`src/rtl/field_rmw_sequencer_pkg.sv`:
```
// rtl/field_rmw_sequencer_pkg.sv - shared field codes, op codes, widths and FSM states for the field RMW sequencer
package field_rmw_sequencer_pkg;

   localparam logic [1:0] OP_READ  = 2'd0;
   localparam logic [1:0] OP_WRITE = 2'd1;
   localparam logic [1:0] OP_ADD   = 2'd2;

   localparam logic [3:0] FLD_DATA  = 4'd0;
   localparam logic [3:0] FLD_STOP  = 4'd1;
   localparam logic [3:0] FLD_P1    = 4'd2;
   localparam logic [3:0] FLD_P2    = 4'd3;
   localparam logic [3:0] FLD_COUNT = 4'd4;
   localparam logic [3:0] FLD_TOTAL = 4'd5;

   localparam int hUSER_ADR_BITS = 16;
   localparam int hCOUNT_BITS    = 16;

   typedef enum logic [2:0] {
      S_IDLE,
      S_RD_GO,
      S_RD_CAP,
      S_WR_GO,
      S_WR_HOLD,
      S_WR_CAP,
      S_RESP
   } state_t;

   // Architectural width of a field as seen by the accessor; 0 marks an unknown selector.
   // P1/P2 are byte addresses: 46 bits wide, the accessor drops bits [7:0].
   function automatic logic [6:0] fieldWidth(input logic [3:0] fieldNum);
      logic [6:0] w;
      case (fieldNum)
         FLD_DATA:  w = 7'(hUSER_ADR_BITS);
         FLD_STOP:  w = 7'd1;
         FLD_P1:    w = 7'd46;
         FLD_P2:    w = 7'd46;
         FLD_COUNT: w = 7'(hCOUNT_BITS);
         FLD_TOTAL: w = 7'd40;
         default:   w = 7'd0;
      endcase
      return w;
   endfunction

endpackage

```
`src/rtl/field_rmw_sequencer.sv`:
```
// rtl/field_rmw_sequencer.sv - READ/WRITE/ADD initiator driving the field accessor with timed pulses and held operands
module field_rmw_sequencer
   import field_rmw_sequencer_pkg::*;
#(
   parameter int TGT_BITS = 64
) (
   input  logic                    clk,
   input  logic                    rsta,
   input  logic                    cmdValid,
   output logic                    cmdReady,
   input  logic [1:0]              cmdOp,
   input  logic [3:0]              cmdField,
   input  logic [2*TGT_BITS-1:0]   cmdStruct,
   input  logic [TGT_BITS-1:0]     cmdValue,
   output logic                    rspValid,
   input  logic                    rspReady,
   output logic [2*TGT_BITS-1:0]   rspStruct,
   output logic [TGT_BITS-1:0]     rspField,
   output logic                    rspOvf,
   output logic                    rspErr,
   output logic                    fGo,
   output logic                    fWryt,
   output logic [3:0]              fNum,
   output logic [2*TGT_BITS-1:0]   fStructIn,
   output logic [TGT_BITS-1:0]     fFieldIn,
   input  logic [2*TGT_BITS-1:0]   fStructOut,
   input  logic [TGT_BITS-1:0]     fFieldOut
);

   state_t state;
   state_t state_next;

   logic go_next;
   logic wryt_next;
   logic rsp_valid_next;
   logic cmd_ready_next;

   logic [1:0]          op_q;
   logic [TGT_BITS-1:0] field_q;

   logic                accept;
   logic                illegal;
   logic [6:0]          cmd_w;
   logic [6:0]          cur_w;
   logic [TGT_BITS-1:0] cmd_mask;
   logic [TGT_BITS-1:0] cur_mask;
   logic [TGT_BITS+1:0] sum_ext;
   logic                sum_ovf;

   assign accept   = cmdValid && cmdReady;
   assign cmd_w    = fieldWidth(cmdField);
   assign cur_w    = fieldWidth(fNum);
   assign illegal  = (cmdOp == 2'd3) || (cmd_w == 7'd0);
   assign cmd_mask = (TGT_BITS'(1) << cmd_w) - TGT_BITS'(1);
   assign cur_mask = (TGT_BITS'(1) << cur_w) - TGT_BITS'(1);

   // field_q holds the signed delta until the read returns; the sum carries two guard bits
   // so both a negative result and a carry past the field width are visible.
   assign sum_ext  = {2'b00, fFieldOut} + {{2{field_q[TGT_BITS-1]}}, field_q};
   assign sum_ovf  = sum_ext[TGT_BITS+1] | sum_ext[TGT_BITS] |
                     (|(sum_ext[TGT_BITS-1:0] & ~cur_mask));

   // field_q is the value presented to the accessor and also the returned field value
   assign fFieldIn = field_q;
   assign rspField = field_q;

   // State register and registered control outputs
   always_ff @(posedge clk or posedge rsta) begin
      if (rsta) begin
         state    <= S_IDLE;
         fGo      <= 1'b0;
         fWryt    <= 1'b0;
         rspValid <= 1'b0;
         cmdReady <= 1'b0;
      end else begin
         state    <= state_next;
         fGo      <= go_next;
         fWryt    <= wryt_next;
         rspValid <= rsp_valid_next;
         cmdReady <= cmd_ready_next;
      end
   end

   // Next-state sequencing; control outputs are decoded from the next state so they register cleanly
   always_comb begin
      state_next     = state;
      go_next        = 1'b0;
      wryt_next      = 1'b0;
      rsp_valid_next = 1'b0;
      cmd_ready_next = 1'b0;
      case (state)
         S_IDLE: begin
            if (accept) begin
               if (illegal)
                  state_next = S_RESP;
               else if (cmdOp == OP_WRITE)
                  state_next = S_WR_GO;
               else
                  state_next = S_RD_GO;
            end
         end
         S_RD_GO:   state_next = S_RD_CAP;
         S_RD_CAP:  state_next = (op_q == OP_ADD) ? S_WR_GO : S_RESP;
         S_WR_GO:   state_next = S_WR_HOLD;
         S_WR_HOLD: state_next = S_WR_CAP;
         S_WR_CAP:  state_next = S_RESP;
         S_RESP: begin
            if (rspValid && rspReady)
               state_next = S_IDLE;
         end
         default:   state_next = S_IDLE;
      endcase
      go_next        = (state_next == S_RD_GO) || (state_next == S_WR_GO);
      wryt_next      = (state_next == S_WR_GO);
      rsp_valid_next = (state_next == S_RESP);
      cmd_ready_next = (state_next == S_IDLE);
   end

   // Operand latching, read capture, ADD sum and write-back capture
   always_ff @(posedge clk or posedge rsta) begin
      if (rsta) begin
         op_q      <= 2'd0;
         field_q   <= '0;
         fNum      <= 4'd0;
         fStructIn <= '0;
         rspStruct <= '0;
         rspOvf    <= 1'b0;
         rspErr    <= 1'b0;
      end else begin
         case (state)
            S_IDLE: begin
               if (accept) begin
                  op_q      <= cmdOp;
                  fNum      <= cmdField;
                  fStructIn <= cmdStruct;
                  rspStruct <= cmdStruct;
                  rspOvf    <= 1'b0;
                  rspErr    <= 1'b0;
                  if (illegal) begin
                     field_q <= '0;
                     rspErr  <= 1'b1;
                  end else begin
                     case (cmdOp)
                        OP_READ:  field_q <= '0;
                        OP_WRITE: field_q <= cmdValue & cmd_mask;
                        OP_ADD: begin
                           field_q <= cmdValue;
                           // address fields cannot take a sub-byte delta; flag it but still write
                           rspErr  <= ((cmdField == FLD_P1) || (cmdField == FLD_P2)) &&
                                      (cmdValue[7:0] != 8'h00);
                        end
                        default:  field_q <= '0;
                     endcase
                  end
               end
            end
            S_RD_CAP: begin
               if (op_q == OP_ADD) begin
                  field_q <= sum_ext[TGT_BITS-1:0] & cur_mask;
                  rspOvf  <= sum_ovf;
               end else begin
                  field_q <= fFieldOut;
               end
            end
            S_WR_CAP:  rspStruct <= fStructOut;
            default: ;
         endcase
      end
   end

endmodule

```
`config.mk`:
```
export PLATFORM = sky130hd
export DESIGN_NAME = field_rmw_sequencer
export DESIGN_NICKNAME = d
export VERILOG_FILES = /design/src/rtl/field_rmw_sequencer_pkg.sv /design/src/rtl/field_rmw_sequencer.sv
export SDC_FILE = /design/constraint.sdc
export NUM_CORES = 1
export LEC_CHECK = 0
export ABC_AREA = 1
export ABC_CLOCK_PERIOD_IN_PS = 11750
export BUFFER_PORTS_ARGS = -buffer_cell sky130_fd_sc_hd__buf_2
export CORE_AREA = 3 3 303 305
export CTS_CLUSTER_SIZE = 20
export DETAILED_ROUTE_END_ITERATION = 8
export DIE_AREA = 0 0 306 308
export SYNTH_ARGS = -nofsm -noshare
export SYNTH_HDL_FRONTEND = slang
export SYNTH_SLANG_ARGS = --single-unit
```
`constraint.sdc`:
```
create_clock -name clk -period 11.75 [get_ports clk]
set_input_delay 1.175 -clock clk [delete_from_list [all_inputs] [get_ports clk]]
set_output_delay 1.175 -clock clk [all_outputs]
set_load 0.02 [all_outputs]
```
== After elaboration in Yosys (flattened, before gate mapping) ==
Index checks and enable logic that the tools add are counted.

* Memories kept: 0
* Bits in read-only memories: 0
* Bits in registers: 335
* Memory bits (writable): 0
* Latch bits: 0

* Divide/modulo/power cells: 0
* Reductions and logical operators: 23
* Muxes and demuxes: 20
* Multiply operators: 0
* Order comparisons: 0
* Eq/ne operators: 25
* Bitwise gates (word level): 6
* Add/sub/neg operators: 3
* Shifts and indexed selects: 2

{| class="wikitable"
|+ Operator list
! operator !! number
|-
| $pmux 128 s2 || 1
|-
| $pmux 64 s2 || 2
|-
| $and 64x64->64 || 3
|-
| $mux 64 || 3
|-
| $mux 128 || 1
|-
| $shl 1x7->64 const A || 2
|-
| $sub 64x2->64 const B || 2
|-
| $add 65x64->66 || 1
|-
| $not 64->64 || 1
|-
| $reduce_or 64->1 || 1
|-
| $pmux 6 s4 || 2
|-
| $pmux 3 s7 || 1
|-
| $eq 4x2->1 const B || 4
|-
| $eq 4x3->1 const B || 4
|-
| $eq 3x3->1 const B || 4
|-
| $mux 3 || 4
|-
| $eq 3x2->1 const B || 3
|-
| $eq 4x1->1 const B || 2
|-
| $logic_not 4->1 || 2
|-
| $reduce_bool 8->1 || 1
|-
| $reduce_or 2->1 || 4
|-
| $logic_not 7->1 || 1
|-
| $eq 2x2->1 const B || 3
|-
| $eq 3x1->1 const B || 2
|-
| 12 further kinds || 25
|}

== Depth between registers and ports, before layout ==
Gate-level depths: netlist of run 1.

* Depth in word-level cells: 11
* Depth in mapped cells: 23

== Least setup slack after synthesis of run 1 ==
No wires, ideal clock.

* Path kind: input to register
* From: in fFieldOut[0]
* To: reg rspOvf
* Arrival time: 3.055 ns
* Slack: 8.574 ns
* Data required time: 11.629 ns
* Setup time: 0.121 ns
* Cell stages on the path: 23
* Cell sequence: ha_1 -> inv_1 -> fa_1 -> inv_1 -> nand3_1 -> nand2_1 -> nand2_1 -> nand2_1 -> nand2_1 -> nand2_1 -> nand2_1 -> nand2_1 -> nand2_1 -> nand2_1 -> nand3_1 -> nor2_1 -> nand2_1 -> nor2_1 -> nor2_1 -> nor2_1 -> nand2_1 -> nand2_1 -> nand2_1

* Longest elaborated chain between the ends: 6
* Elaborated cells between the ends (all ways): 7
* Classes of those cells: add/sub: 1; mux: 2; bitwise: 3; reduce/logical: 1

{| class="wikitable"
|+ Ends and longest elaborated chain
! item !! RTL line !! text
|-
| from (decl) || field_rmw_sequencer.sv:27 || <nowiki>input logic [TGT_BITS-1:0] fFieldOut</nowiki>
|-
| $add 65x64->66 * || field_rmw_sequencer.sv:59 || <nowiki>assign sum_ext = {2'b00, fFieldOut} + {{2{field_q[TGT_BITS-1]}}, field_q};</nowiki>
|-
| $and 64x64->64 || field_rmw_sequencer.sv:61 || <nowiki>(|(sum_ext[TGT_BITS-1:0] & ~cur_mask));</nowiki>
|-
| $reduce_or 64->1 || field_rmw_sequencer.sv:61 ||
|-
| $or 1x1->1 * || field_rmw_sequencer.sv:60 || <nowiki>assign sum_ovf = sum_ext[TGT_BITS+1] | sum_ext[TGT_BITS] |</nowiki>
|-
| $mux 1 * || field_rmw_sequencer.sv:158 || <nowiki>if (op_q == OP_ADD) begin</nowiki>
|-
| $pmux 1 s2 * || field_rmw_sequencer.sv:130 || <nowiki>case (state)</nowiki>
|-
| to (signal assigned) || field_rmw_sequencer.sv:160 || <nowiki>rspOvf <= sum_ovf;</nowiki>
|-
| to (decl) || field_rmw_sequencer.sv:19 || <nowiki>output logic rspOvf,</nowiki>
|}

Every way passes the cells marked *; elsewhere a longest branch is shown, timed or not. The select of a mux whose other input is x is not followed.
A chain may end at the register's enable or synchronous reset.

== Worst setup path in the final report of run 1 ==
* From: reg state[1]
* To: reg field_q[34] (netlist: fFieldIn[34])

* Longest elaborated chain between the ends: 3
* Elaborated cells between the ends (all ways): 6
* Classes of those cells: eq/ne: 2; mux: 1; reduce/logical: 3

{| class="wikitable"
|+ Ends and longest elaborated chain
! item !! RTL line !! text
|-
| from (decl) || field_rmw_sequencer.sv:30 || <nowiki>state_t state;</nowiki>
|-
| from (signal assigned) || field_rmw_sequencer.sv:76 || <nowiki>state <= state_next;</nowiki>
|-
| $eq 3x2->1 or $logic_not 3->1 (tied branches) || field_rmw_sequencer.sv:130 ||
|-
| $reduce_bool 2->1 (no source line) or $ne 2x2->1 (tied branches) || -- ||
|-
| $reduce_and 2->1 (no source line) || -- ||
|-
| to (signal assigned) || field_rmw_sequencer.sv:145 || <nowiki>OP_WRITE: field_q <= cmdValue & cmd_mask;</nowiki>
|-
| to (signal assigned) || field_rmw_sequencer.sv:147 || <nowiki>field_q <= cmdValue;</nowiki>
|-
| to (signal assigned) || field_rmw_sequencer.sv:159 || <nowiki>field_q <= sum_ext[TGT_BITS-1:0] & cur_mask;</nowiki>
|-
| to (decl) || field_rmw_sequencer.sv:39 || <nowiki>logic [TGT_BITS-1:0] field_q;</nowiki>
|}

Several ways; a longest one is shown, not always the timed one.

==> flow_summary.yaml, run 1 <==
die:
  row_count: 110
  dieWidth_um: 306
  dieHeight_um: 308
  dieArea_sq_mm: 0.0942
  core_sq_mm: 0.0896
  top_level_ports: 788
  start_util_pct: 23.1
detailed_routing:
  drt-wirelength-per-cell_um: 21.8
  routed_wirelength_um: 109000
  drtIter0Drc: 2021
  vias: 22900
  avgViaCountPerCell: 4.59
  drc: 0
  drt_first_pass_iters: 6
  ant_nets: 0
yosys:
  synth_ff_type: "dfrtp_1"
  synth_seq_area_share_pct: 40.5
  synth_top_area_share_pct: 40.5
  syn-instance-count: 3067
  netlist_area_sq_mm: 0.0207
  post-synth-top-count-cell: "nand2_1"
  synthTopCellsByArea: "dfrtp_1 40%, nand2_1 25%, inv_1 6.3%, nand3_1 5.9%, ha_1 4.2%"
  synth_commonest_cells: "1371 x nand2_1, 348 x inv_1, 335 x dfrtp_1"
  synthesis.nets: 3532
  ys_async_sr_fraction_pct: 100
  synth-edff-count: 0
  synth_area_per_cell_sq_um: 6.75
  synth_top_area_cell: "dfrtp_1"
  ys.warnings.count: 0
  netlist-cell-type-count: 45
  synth_seq_cells: 335
timing:
  tightest_slew_ns: 1.11
  hold_viol: 0
  fin_crit_ns: 3.70
  rsz0062_at_grt: "false"
  relSlewSlack_pct: 25.9
  fin_tns_setup_ns: 0
  fmax_ghz: 0.271
  finalMaxSlewViolations: 0
  clock_skew_ns: 0.0358
  setup_violations: 0
  setup_ws_ns: 8.05
  fin_crit_sh_pct: 31.5
critical_path:
  setup.worst_path.class: "reg2reg"
  crit_path_end_kind: "flip-flop"
  crit_required_ns: 12.22
  cpPeakStageDelay_ns: 0.72
  critPathLaunchType: "flip-flop"
  cp.arrival_ns: 4.16
  worstPathMaxFanout: 87
  crit_path_cell_trace: "nor2_1 -> nand4_1 -> inv_4 -> nor2_2 -> buf_4 -> inv_2 -> buf_4 -> nand3_1 -> o22a_1"
  crit_path_frequent_cell: "buf_4"
  crit_slowest_cell: "buf_4"
global_routing:
  grt_pass1_wl_um: 153000
  antenna_found_initial: 33
  grt_max_degree: 142
  grt_pass1_vias: 22300
  grt_usage_pct: 22.2
  grt_overflow: 0
clock_network:
  postCtsSetupBuffers: 0
  cts.path.max_buffers: 3
  clock-sinks: 335
  cts-htree-levels: 2
  cts_resized: 0
  cts_hold_buf: 0
  cts-buffers-inserted: 44
  clkTransAtPathRegs_ns: 0.06
  insertion_delay_ns: 0.61
  cts_tree: "yes"
  cts_root_buffer: "clkbuf_16"
layout:
  nets: 4230
  fillers: 9954
  final_layout_size_suffix_gt1_share_pct: 24.8
  area_growth_pct: 30.2
  fin_area_sq_mm: 0.0270
  final_util_pct: 30.1
placement:
  gp_congestion: 1.01
  dpl_cell_area_sq_mm: 0.0255
  hpwlAfterDp_um: 89500
  dp_slack_ns: 7.74
  io_buffer_count: 787
pwr:
  ir_drop_v: 0.000159
  p_leak_nw: 15.4
  p_per_area_mw_per_mm2: 309
job:
  drv_cap: 0
outcome:
  status: "completed"
hold_path:
  hold_class: "reg2reg"
==> metrics by stage <==
step | std cells | power, W | hold slack, ns
floorplan | 3067 | 0.00514 | 0.453
global placement | 4895 | 0.00692 | 0.459
detailed placement | 4895 | 0.00694 | 0.459
CTS | 4972 | 0.00837 | 0.476
global route | 4983 | 0.00890 | 0.489
finish | 4991 | 0.00833 | 0.472
==> cell type report <==
class / instances / area, sq um / share of cell area, %
flip-flops and latches: 335 / 8380 / 31.1
inverters: 368 / 1390 / 5.16
clock inverters: 17 / 223 / 0.826
clock buffers: 60 / 1230 / 4.56
repair buffers: 800 / 4060 / 15.1
multi-input cells: 2216 / 10200 / 37.7
well taps: 1176 / 1470 / 5.46
diodes: 19 / 47.5 / 0.176
==> power by group <==
part / internal [W] / switching, W
sequential: 0.00172 / 0.000435
combinational: 0.00142 / 0.00337
clock: 0.000806 / 0.000584
==> placed cells by master (no fill, tap or decap), types with 21 or more instances in the layout <==
cell type and instances:
nand2_1 1371, a21oi_1 81, ha_1 70, dfrtp_1 335, clkbuf_16 44, nand3b_1 21, nand3_1 243, o21ai_0 46
a31oi_1 25, nor2_1 202, inv_1 347, buf_2 787
==> worst max-delay path, delay by kind of cell, from the launching register on <==
| kind | cells | cell delay (ns) |
|---|---|---|
| AO/OA/AOI/OAI | 1 | 0.22 |
| buffers and inverters | 4 | 1.79 |
| AND/OR/NAND/NOR | 4 | 0.97 |
| flip-flops | 1 | 0.41 |
==> cell families (layout without fill, tap and decap cells) <==
| group | count (synthesis) | after routing | share of synthesized area (%) |
|---|---|---|---|
| adder cells (fa/ha/maj) | 71 | 71 | 4.33 |
| XOR/XNOR | 8 | 8 | 0.375 |
| other | 0 | 19 | 0 |
| AO/OA/AOI/OAI | 205 | 205 | 5.98 |
| buffers and inverters | 516 | 1245 | 10.6 |
| flip-flops | 335 | 335 | 40.5 |
| AND/OR/NAND/NOR | 1932 | 1932 | 38.3 |
==> sequential cells by signal, indices dropped and copies added, names as in the netlist <==
signal and count:
fStructIn 128, rspStruct 128, state 3, rspValid 1, rspErr 1, op_q 2, fFieldIn 64, cmdReady 1
fNum 4, fWryt 1, rspOvf 1, fGo 1
==> final timing paths <==
check,from,end,slack [ns],cells after the start
max reg2reg,state[1]$_DFF_PP0_,fFieldIn[34]$_DFFE_PP0P_,8.05,9
max in group asynchronous,rsta,fStructIn[127]$_DFFE_PP0P_,8.99,4
min in group asynchronous,rsta,fStructIn[66]$_DFFE_PP0P_,0.61,2
min reg2reg,rspStruct[57]$_DFFE_PP0P_,rspStruct[57]$_DFFE_PP0P_,0.47,2
min,rspStruct[57]$_DFFE_PP0P_,rspStruct[57]$_DFFE_PP0P_,0.47,2
max,state[1]$_DFF_PP0_,fFieldIn[34]$_DFFE_PP0P_,8.05,9
==> routing by layer <==
layer	vias to the layer above	GRT usage, %	share of wire, %
met3	189	5.79	8.1
met2	995	38.0	48
met1	10800	25.9	39
met5	-	0	0.045
li1	11000	-	-
met4	8	10.8	5.0
Note: power is estimated with default switching activity, not from simulation.
==> run 2, diff against run 1 <==
Settings changed: ABC_AREA 1 to 0, ABC_CLOCK_PERIOD_IN_PS 11750 to 3700, CORE_AREA 3 3 303 305 to 3 3 307 309, DIE_AREA 0 0 306 308 to 0 0 310 312.
Clock period 11.75 ns to 3.7 ns, I/O delays scaled along.
==> run 2 against run 1 <==
  * Clock skew fell by 0.016 ns
  * Total power rose to 3.3 times the previous value
  * Utilization rose by 2.4 points
  * The flow now finishes with violations (negative setup slack)
  * Wire length fell by 13%
  * Final area rose by 11%
  * Maximum frequency fell by 11%
==> flow_summary.yaml, run 2 <==
global_routing:
  grt_pass1_vias: 21900
  grt_overflow: 0
  grt_pass1_wl_um: 139000
  antenna_found_initial: 13
  grt_max_degree: 129
  grt_usage_pct: 18.8
yosys:
  ys.warnings.count: 0
  synthTopCellsByArea: "dfrtp_1 45%, nand2_1 16%, ha_1 4.7%, nand3_1 3.8%, a21oi_1 3.4%"
  netlist_area_sq_mm: 0.0185
  synth_area_per_cell_sq_um: 8.12
  synth_seq_cells: 335
  synth_top_area_share_pct: 45.2
  synthesis.nets: 2747
  post-synth-top-count-cell: "nand2_1"
  syn-instance-count: 2282
  synth_commonest_cells: "777 x nand2_1, 335 x dfrtp_1, 141 x nand3_1"
  synth_top_area_cell: "dfrtp_1"
  synth-edff-count: 0
  synth_seq_area_share_pct: 45.2
  synth_ff_type: "dfrtp_1"
  netlist-cell-type-count: 67
  ys_async_sr_fraction_pct: 100
critical_path:
  cp_num_buf_inv: 1
  cpPeakStageDelay_ns: 0.59
  crit_path_frequent_cell: "or4_4"
  crit_required_ns: 4.15
  cp.arrival_ns: 4.61
  r2r_start: "fFieldIn[1]$_DFFE_PP0P_"
  critPathTopFamily: "simple AND/OR/NAND/NOR gates"
  r2r_end: "rspOvf$_DFFE_PP0P_"
  crit_slowest_cell: "or4b_4"
  setup.worst_path.class: "reg2reg"
  worstPathMaxFanout: 3
  r2r_setup_slack_ns: -0.46
  critPathLaunchType: "flip-flop"
  crit_path_cell_trace: "buf_4 -> ha_4 -> a21o_1 -> and4_4 -> nor2_2 -> xnor2_2 -> or3b_4 -> or4_4 -> o41ai_4 -> o2111ai_4 -> or4b_4 -> or4_4 -> nor4_4 -> a31oi_1"
  crit_path_end_kind: "flip-flop"
  r2r_cells: 14
layout:
  fin_area_sq_mm: 0.0298
  fin_cells: 4722
  area_growth_pct: 61.0
  fillers: 9626
  final_common_cell: "buf_2"
  mostFrequentLayoutCells: "787 x buf_2, 777 x nand2_1, 335 x dfrtp_1"
  final_layout_size_suffix_gt1_share_pct: 34.3
  nets: 3958
placement:
  gp_congestion: 0.916
  io_buffer_count: 787
  dp.cells: 4354
  dp_slack_ns: -0.877
  dpl_cell_area_sq_mm: 0.0253
  hpwlAfterDp_um: 72800
pwr:
  p_total_w: 0.0279
  p_sw_w: 0.0130
  combPwrFrac_pct: 60.5
  seq_power_share_pct: 23.2
  clkPwrFrac_pct: 16.2
  netSwitchingFraction_pct: 46.7
  ir_drop_v: 0.000511
  internal_power_w: 0.0149
  p_per_area_mw_per_mm2: 935
  p_leak_nw: 15.5
timing:
  fin_tns_setup_ns: -0.456
  clock_skew_ns: 0.0197
  hold_viol: 0
  fmax_ghz: 0.241
  relSlewSlack_pct: 35.1
  fin_crit_sh_pct: 112
  setup_ws_ns: -0.456
  fin_crit_ns: 4.16
  finalMaxSlewViolations: 0
  rsz0062_at_grt: "true"
  tightest_slew_ns: 0.965
  setup_violations: 1
detailed_routing:
  vias: 21700
  routed_wirelength_um: 94900
  drt_first_pass_iters: 5
  ant_nets: 0
  avgViaCountPerCell: 4.60
  drtIter0Drc: 1496
  drc: 0
  drt-wirelength-per-cell_um: 20.1
clock_network:
  cts_tree: "yes"
  cts-buffers-inserted: 42
  cts.path.max_buffers: 3
  cts_root_buffer: "clkbuf_16"
  insertion_delay_ns: 0.59
  clock-sinks: 335
  cts-htree-levels: 2
  clkTransAtPathRegs_ns: 0.06
die:
  start_util_pct: 20.2
  row_count: 111
  dieArea_sq_mm: 0.0967
  top_level_ports: 788
  dieWidth_um: 310
  dieHeight_um: 312
  core_sq_mm: 0.0917
outcome:
  status: "finished with violations"
  violations: "negative setup slack"
hold_path:
  hold_class: "in2reg"
  min-delay-start: "cmdStruct[76]"
  whs_path_depth: 3
  hold_end: "fStructIn[76]$_DFFE_PP0P_"
job:
  drv_cap: 0
==> run 2: how the worst max path moves through the flow <==
| stage | start | to | slack, ns | cells past startpoint |
|---|---|---|---|---|
| floorplan | rsta | cmdReady$_DFF_PP0_ | -1.15 | 1 |
| global placement | fFieldOut[0] | rspOvf$_DFFE_PP0P_ | -0.97 | 16 |
| detailed placement | fFieldOut[0] | rspOvf$_DFFE_PP0P_ | -0.88 | 16 |
| CTS | fFieldIn[0]$_DFFE_PP0P_ | rspOvf$_DFFE_PP0P_ | -0.45 | 15 |
| global route | fFieldIn[0]$_DFFE_PP0P_ | rspOvf$_DFFE_PP0P_ | -0.58 | 13 |
| finish | fFieldIn[1]$_DFFE_PP0P_ | rspOvf$_DFFE_PP0P_ | -0.46 | 14 |
==> run 2: tightest hold or removal path, stage by stage <==
cell and delay [ns]:
buf_2 0.07, nand2_1 0.07, nand2_1 0.08
==> run 2: what timing repair did <==
action,in CTS,in global routing
setup endpoints to repair,4,6
endpoints found under the hold margin,246,0
buffers inserted,1,4
hold buffers,276,0
pin swaps,7,11
resized for setup,19,21
==> run 2: stage by stage <==
step / utilization (%) / hold slack, ns
after detailed placement: 27.6 / 0.445
final: 32.5 / 0.0535
after global placement: 27.6 / 0.446
after global routing: 32.5 / 0.0161
after floorplan: - / 0.441
after CTS: 32.4 / 0.000347
==> run 2: layout make-up <==
| type | count | area (sq um) | area share, % |
|---|---|---|---|
| Tap cell | 1186 | 1480 | 4.97 |
| Clock buffer | 54 | 1160 | 3.88 |
| Multi-Input combinational cell | 1731 | 9320 | 31.3 |
| Antenna cell | 10 | 25.0 | 0.0839 |
| Clock inverter | 23 | 349 | 1.17 |
| Timing Repair Buffer | 1357 | 9010 | 30.2 |
| Sequential cell | 335 | 8380 | 28.1 |
| Inverter | 26 | 101 | 0.340 |
==> run 2: cell families after synthesis <==
family | after synthesis | synth area share, %
muxes | 4 | 0.223
and+or+nand+nor | 1179 | 26.7
AOI/OAI and AO/OA | 417 | 14.5
xor gates and xnor gates | 60 | 2.84
adders and majority gates | 71 | 4.83
buffers and inverters | 216 | 5.75
DFF | 335 | 45.2
==> run 2: power by group through the flow <==
| stage | Combinational, W | Clock (W) | Sequential [W] |
|---|---|---|---|
| 6_report | 0.0169 | 0.00453 | 0.00648 |
| 5_1_grt | 0.0183 | 0.00482 | 0.00667 |
| 4_1_cts | 0.0168 | 0.00469 | 0.00645 |
| 3_5_place_dp | 0.0160 | 0 | 0.00646 |
| 3_3_place_gp | 0.0159 | 0 | 0.00643 |
| 2_1_floorplan | 0.00683 | 0 | 0.00852 |
==> run 2: routing by layer <==
layer	part of all wire (%)	global-route usage, %
met3	8.0	4.77
met2	50	33.2
met5	0.041	0
met1	38	21.2
met4	4.8	8.34
